**src/rtl/ysyx_2022040010_mem_arbiter.sv**
```systemverilog
// ysyx_2022040010_mem_arbiter
// Shares the single-ported core memory bus between instruction fetch (IF)
// and the load/store unit (LS). LS has fixed priority, one transaction is
// outstanding at a time, and responses are routed back to the transaction
// owner with no added latency. IF responses made stale by a branch flush
// are swallowed through the drop flag.
// Optional feature macro: YSYX_2022040010_MEM_ARB_TIMEOUT_EN
//   defined   -> TMO_W-bit response timeout with sticky arb_timeout flag
//   undefined -> WAIT states wait indefinitely, arb_timeout tied low
module ysyx_2022040010_mem_arbiter #(
  parameter int ADDR_W = 32,
  parameter int DATA_W = 64,
  parameter int TMO_W  = 8
) (
  input  logic                  clk,
  input  logic                  rst_n,
  input  logic                  flush,
  input  logic                  if_req,
  input  logic [ADDR_W-1:0]     if_addr,
  output logic                  if_gnt,
  output logic                  if_rvalid,
  output logic [DATA_W-1:0]     if_rdata,
  input  logic                  ls_req,
  input  logic                  ls_we,
  input  logic [ADDR_W-1:0]     ls_addr,
  input  logic [DATA_W-1:0]     ls_wdata,
  input  logic [DATA_W/8-1:0]   ls_wmask,
  output logic                  ls_gnt,
  output logic                  ls_rvalid,
  output logic [DATA_W-1:0]     ls_rdata,
  output logic                  mem_req,
  output logic                  mem_we,
  output logic [ADDR_W-1:0]     mem_addr,
  output logic [DATA_W-1:0]     mem_wdata,
  output logic [DATA_W/8-1:0]   mem_wmask,
  input  logic                  mem_ready,
  input  logic                  mem_rvalid,
  input  logic [DATA_W-1:0]     mem_rdata,
  output logic                  stallreq_for_if,
  output logic                  stallreq_for_ls,
  output logic                  arb_timeout
);

  typedef enum logic [1:0] {
    IDLE    = 2'd0,
    WAIT_IF = 2'd1,
    WAIT_LS = 2'd2
  } state_t;

  state_t              state;
  logic                drop;
  logic                sel_ls;
  logic                sel_if;
  logic                accept;
  logic                tmo_hit;
  logic                done;
  logic [DATA_W-1:0]   resp_data;

  // A zero-width timeout counter is meaningless; reject it at elaboration.
  if (TMO_W < 1) begin : g_tmo_w_check
    $error("TMO_W must be at least 1");
  end

  // Requester selection: LS wins; IF is never offered while a flush is active.
  always_comb begin
    sel_ls = 1'b0;
    sel_if = 1'b0;
    case (state)
      IDLE: begin
        if (ls_req) begin
          sel_ls = 1'b1;
        end else if (if_req && !flush) begin
          sel_if = 1'b1;
        end else begin
          sel_ls = 1'b0;
        end
      end
      default: begin
        sel_ls = 1'b0;
        sel_if = 1'b0;
      end
    endcase
  end

  // Memory request mux; the bus is quiet whenever nothing is selected.
  always_comb begin
    mem_req   = sel_ls | sel_if;
    mem_we    = 1'b0;
    mem_addr  = '0;
    mem_wdata = '0;
    mem_wmask = '0;
    if (sel_ls) begin
      mem_we    = ls_we;
      mem_addr  = ls_addr;
      mem_wdata = ls_wdata;
      mem_wmask = ls_wmask;
    end else if (sel_if) begin
      mem_addr  = if_addr;
    end else begin
      mem_we    = 1'b0;
    end
  end

  assign accept = mem_req & mem_ready;
  assign if_gnt = sel_if & mem_ready;
  assign ls_gnt = sel_ls & mem_ready;

  // Completion: real response, or (timeout build) a forced empty response.
  always_comb begin
    done      = 1'b0;
    resp_data = '0;
    if ((state == WAIT_IF) || (state == WAIT_LS)) begin
      done = mem_rvalid | tmo_hit;
      if (mem_rvalid) begin
        resp_data = mem_rdata;
      end else begin
        resp_data = '0;
      end
    end else begin
      done = 1'b0;
    end
  end

  // Response routing; a flushed or pending-drop IF response never surfaces.
  always_comb begin
    if_rvalid = (state == WAIT_IF) & done & ~drop & ~flush;
    ls_rvalid = (state == WAIT_LS) & done;
    if (if_rvalid) begin
      if_rdata = resp_data;
    end else begin
      if_rdata = '0;
    end
    if (ls_rvalid) begin
      ls_rdata = resp_data;
    end else begin
      ls_rdata = '0;
    end
  end

  assign stallreq_for_if = if_req & ~if_rvalid & ~flush;
  assign stallreq_for_ls = ls_req & ~ls_rvalid;

  // Transaction FSM with the stale-fetch drop flag.
  always_ff @(posedge clk or negedge rst_n) begin
    if (!rst_n) begin
      state <= IDLE;
      drop  <= 1'b0;
    end else begin
      case (state)
        IDLE: begin
          if (accept) begin
            if (sel_ls) begin
              state <= WAIT_LS;
            end else begin
              state <= WAIT_IF;
              drop  <= flush;
            end
          end
        end
        WAIT_IF: begin
          if (done) begin
            state <= IDLE;
            drop  <= 1'b0;
          end else if (flush) begin
            drop  <= 1'b1;
          end
        end
        WAIT_LS: begin
          if (done) begin
            state <= IDLE;
          end
        end
        default: begin
          state <= IDLE;
          drop  <= 1'b0;
        end
      endcase
    end
  end

`ifdef YSYX_2022040010_MEM_ARB_TIMEOUT_EN
  logic [TMO_W-1:0] tmo_cnt;
  logic             tmo_flag;

  assign tmo_hit     = ((state == WAIT_IF) || (state == WAIT_LS)) & ~mem_rvalid
                       & (tmo_cnt == {TMO_W{1'b1}});
  assign arb_timeout = tmo_flag;

  // Counts silent WAIT cycles; held at zero in IDLE so each WAIT starts fresh.
  always_ff @(posedge clk or negedge rst_n) begin
    if (!rst_n) begin
      tmo_cnt  <= '0;
      tmo_flag <= 1'b0;
    end else begin
      if (state == IDLE) begin
        tmo_cnt <= '0;
      end else if (!mem_rvalid) begin
        tmo_cnt <= tmo_cnt + {{(TMO_W-1){1'b0}}, 1'b1};
      end
      if (tmo_hit) begin
        tmo_flag <= 1'b1;
      end
    end
  end
`else
  assign tmo_hit     = 1'b0;
  assign arb_timeout = 1'b0;
`endif

endmodule

```
**config.mk**
```make
export PLATFORM = sky130hd
export DESIGN_NAME = ysyx_2022040010_mem_arbiter
export DESIGN_NICKNAME = d
export VERILOG_FILES = /design/src/rtl/ysyx_2022040010_mem_arbiter.sv
export SDC_FILE = /design/constraint.sdc
export NUM_CORES = 1
export LEC_CHECK = 0
export ABC_AREA = 1
export BUFFER_PORTS_ARGS = -buffer_cell sky130_fd_sc_hd__buf_2
export CORE_AREA = 2 2 175 177
export CTS_CLUSTER_SIZE = 14
export DETAILED_ROUTE_END_ITERATION = 10
export DIE_AREA = 0 0 177 179
export GPL_TIMING_DRIVEN = 1
export PLACE_DENSITY = 0.32
export SLEW_MARGIN = 10
export SYNTH_ARGS = -nofsm -noshare
export SYNTH_HDL_FRONTEND = slang
export SYNTH_SLANG_ARGS = --single-unit
```
**constraint.sdc**
```tcl
create_clock -name clk -period 1.3 [get_ports clk]
set_input_delay 0.065 -clock clk [delete_from_list [all_inputs] [get_ports clk]]
set_output_delay 0.065 -clock clk [all_outputs]
set_load 0.05 [all_outputs]
```
==> summary.txt <==
Status
  – Outcome: finished, violations left
  – Violations in the final reports: setup timing

Floorplan
  – Initial Utilization: 8.77%
  – Core ar.: 30000 um^2
  – Die span in x: 177 um
  – Die boundary height: 179 um
  – Floorplan die area: 31700 um^2
  – Total number of placement rows: 64
  – Number of primary I/O pins: 449

GRT
  – Initial antenna violation count: 2
  – Pin count of the biggest net entering global routing: 34
  – Aggregate global-route resource usage: 13.0%
  – Grt total ovfl: 0
  – Global-route wire length before repair: 31300 um
  – Via count of the first global-routing pass: 5438

Critical path
  – Largest fanout on the critical path: 8
  – Critical Path End Type: output pin
  – Arrival @ worst endpoint: 1.83 ns
  – Data required time of the critical path: 1.24 ns
  – Critical path type: flip-flop to output pin
  – Sort of element at the start of the critical path: flip-flop

Finish
  – Area growth from synthesis to layout: 342%
  – Final standard cell utilization of the core: 38.8%
  – Share of final-layout standard cells stronger than drive strength 1: 82.7%
  – Layout net count: 1264
  – Storage element area: 75.1 um^2
  – Area of the multi-input gates: 4310 um^2
  – Number of filler cells placed in the layout: 2930

STA
  – Peak clock frequency supported by timing: 0.529 GHz
  – Max-slew violation count: 0
  – Time the worst path needs with I/O delays and setup: 1.89 ns
  – Clock Skew: 0.00293 ns
  – Setup WS post-layout: -0.591 ns
  – Setup repair after global routing missed its margin: true
  – Hold violation count in the final report: 0
  – Post-route fraction of the period consumed by the critical path: 145%
  – Fin Hold WS: 0.211 ns
  – Count of final setup violators: 243

Route
  – Aggregate routed wire length: 23200 um
  – First-pass iteration count of the detailed router: 4
  – DRC errors left: 0
  – Routed vias/inst: 3.75
  – Final ANT Viol Nets: 0
  – Total via count after detailed routing: 5427
  – Initial drt markers: 78
  – Routed length per instance: 16.0 um

Placement
  – Half-perimeter wire length of the detailed placement result: 16400 um
  – Routability cong.: 0.727
  – Quantity of I/O buffers inserted on ports: 447

CTS
  – Maximum root-to-sink buffer count: 2
  – CTS root buffer: sky130_fd_sc_hd__clkbuf_16
  – Clock network latency to the later pin of the worst-skew pair: 0.23 ns
  – Clock-pin slew of the registers on the worst-case setup and hold paths: 0.03 ns
  – Number of H-tree branching levels: 1
  – Number of buffers created by CTS: 3
  – CTS sink count: 3
  – TritonCTS clock tree: yes

Pwr
  – Power share of the sequential group: 1.0%
  – Switching power summed over all nets: 9.47 mW
  – Peak ir drop on the vdd network: 0.000848 V
  – Relative contribution of the clock network to total power: 2.9%
  – Proportion of power drawn by combinational gates: 96.2%
  – Net Sw Frac: 54.8%
  – Internal power summed over all cells: 7.82 mW
  – Total chip power: 17.3 mW
  – Pleak: 5.76 nW
  – Power per unit of standard cell area: 1490 nW/um^2

Synth
  – Cell taking the most area after synthesis: sky130_fd_sc_hd__inv_1
  – Most area-consuming cells after synthesis: sky130_fd_sc_hd__inv_1 21%, sky130_fd_sc_hd__nor3_2 19%, sky130_fd_sc_hd__nor3_1 15%
  – Number of standard cells after synthesis: 532
  – Count of synthesis-stage warnings from yosys: 0
  – Average cell area after synthesis: 4.95 um^2
  – Sequential area share after synthesis: 2.85%
  – Number of storage elements in the synthesis netlist: 3
  – Post-synthesis instance area: 2640 um^2
  – Proportion of netlist area held by the largest area contributor: 21.1%
  – Synthesized net count: 743
  – Number of distinct library cells after synthesis: 18

Job
  – Max Cap Viol: 0

Worst hold path
  – Hold Crit Class: input port to asynchronous set/reset pin
## layout make-up
| cell class | instances | area share, % |
|---|---|---|
| flip-flops and latches | 3 | 0.645 |
| diodes | 1 | 0.0215 |
| inverters | 151 | 5.17 |
| repair buffers | 557 | 52.0 |
| repair inverters | 2 | 0.172 |
| multi-input cells | 335 | 37.0 |
| clock buffers | 4 | 0.677 |
| well taps | 396 | 4.26 |
## final timing paths
check | slack [ns] | depth (start not counted) | from | to
max in group asynchronous | 0.98 | 2 | rst_n | state[1]
min reg2reg | 0.51 | 2 | state[0] | state[0]
max reg2reg | -0.35 | 9 | state[0] | drop
max | -0.59 | 7 | state[0] | if_rdata[27]
min | 0.21 | 2 | rst_n | drop
min in group clk | 0.28 | 5 | mem_rvalid | state[0]
## routing by layer
| metal | share of wire [%] | up-vias | global-route usage, % |
|---|---|---|---|
| met5 | 0.069 | - | 0 |
| met3 | 6.9 | 20 | 2.69 |
| met2 | 57 | 266 | 25.7 |
| li1 | - | 2664 | - |
| met1 | 34 | 2475 | 13.7 |
| met4 | 1.8 | 2 | 3.51 |
## power by group through the flow
stage	Sequential, mW	Combinational (mW)	Clock, mW
CTS	0.168	14.6	0.508
floorplan	0.156	8.38	0
global placement	0.161	10.7	0
finish	0.167	16.6	0.498
detailed placement	0.160	10.6	0
global route	0.170	17.4	0.511
## through the flow
stage,setup WS [ns],cell area [um^2],setup TNS (ns),instances
floorplan,-0.413,4990,-55.59,532
global placement,-0.455,7920,-86.54,1383
detailed placement,-0.461,7920,-84.70,1383
CTS,-0.574,10400,-118.67,1420
global route,-0.659,11600,-135.79,1449
finish,-0.591,11600,-119.10,1449
## placed cells by master (no fill, tap or decap), types with 2 or more instances in the layout
cell	instances
sky130_fd_sc_hd__inv_2	6
sky130_fd_sc_hd__inv_1	140
sky130_fd_sc_hd__nor2_4	77
sky130_fd_sc_hd__buf_12	36
sky130_fd_sc_hd__nand2_4	37
sky130_fd_sc_hd__clkbuf_16	15
sky130_fd_sc_hd__nand2_1	30
sky130_fd_sc_hd__buf_16	24
sky130_fd_sc_hd__nand3_1	3
sky130_fd_sc_hd__buf_8	72
sky130_fd_sc_hd__nor3_2	5
sky130_fd_sc_hd__nand3_4	29
sky130_fd_sc_hd__buf_6	190
sky130_fd_sc_hd__clkinvlp_4	2
sky130_fd_sc_hd__nor2_1	2
sky130_fd_sc_hd__buf_4	14
sky130_fd_sc_hd__dfrtp_1	3
sky130_fd_sc_hd__ha_4	3
sky130_fd_sc_hd__nand2_2	12
sky130_fd_sc_hd__buf_2	208
sky130_fd_sc_hd__nor3_4	124
sky130_fd_sc_hd__nand3_2	4
sky130_fd_sc_hd__nand2_8	5
## critical path, cell delays in order (launching register included)
cell,delay [ns]
sky130_fd_sc_hd__dfrtp_1,0.36
sky130_fd_sc_hd__inv_2,0.07
sky130_fd_sc_hd__ha_4,0.35
sky130_fd_sc_hd__buf_12,0.13
sky130_fd_sc_hd__nand2_8,0.12
sky130_fd_sc_hd__buf_16,0.20
sky130_fd_sc_hd__nor3_4,0.18
sky130_fd_sc_hd__buf_6,0.18
## flip-flops by register name (all words and copies together) (netlist names)
register / cells
drop: 1
state: 2
## cell usage after synthesis
library cell,number
sky130_fd_sc_hd__clkbuf_1,9
sky130_fd_sc_hd__o22ai_1,1
sky130_fd_sc_hd__ha_1,3
sky130_fd_sc_hd__nor2_2,2
sky130_fd_sc_hd__buf_6,6
sky130_fd_sc_hd__inv_1,148
sky130_fd_sc_hd__nor3_1,79
sky130_fd_sc_hd__buf_1,3
sky130_fd_sc_hd__buf_4,1
sky130_fd_sc_hd__a21oi_1,1
sky130_fd_sc_hd__inv_2,3
sky130_fd_sc_hd__nor2_1,78
sky130_fd_sc_hd__nand3_1,36
sky130_fd_sc_hd__buf_2,27
sky130_fd_sc_hd__dfrtp_1,3
sky130_fd_sc_hd__nand2_1,81
sky130_fd_sc_hd__nor3_2,50
sky130_fd_sc_hd__conb_1,1
## cell families (layout without fill, tap and decap cells)
| family | after synthesis | count (layout) | share of synthesized area (%) |
|---|---|---|---|
| other | 1 | 2 | 0.142 |
| flip-flops | 3 | 3 | 2.85 |
| AO/OA/AOI/OAI | 2 | 2 | 0.427 |
| adder cells (fa/ha/maj) | 3 | 3 | 1.42 |
| AND/OR/NAND/NOR | 326 | 329 | 64.0 |
| buffers and inverters | 197 | 714 | 31.2 |
## repair_timing
| item | CTS | global route |
|---|---|---|
| setup buffers | 10 | 18 |
| gates resized for setup | 512 | 235 |
| hold buffers | 1 | 0 |
| setup endpoints to repair | 243 | 243 |
| cloned | 22 | 15 |
| hold endpoints to repair | 3 | 0 |
| pin swaps | 12 | 53 |
No activity file was read; power rests on OpenSTA's default activity.
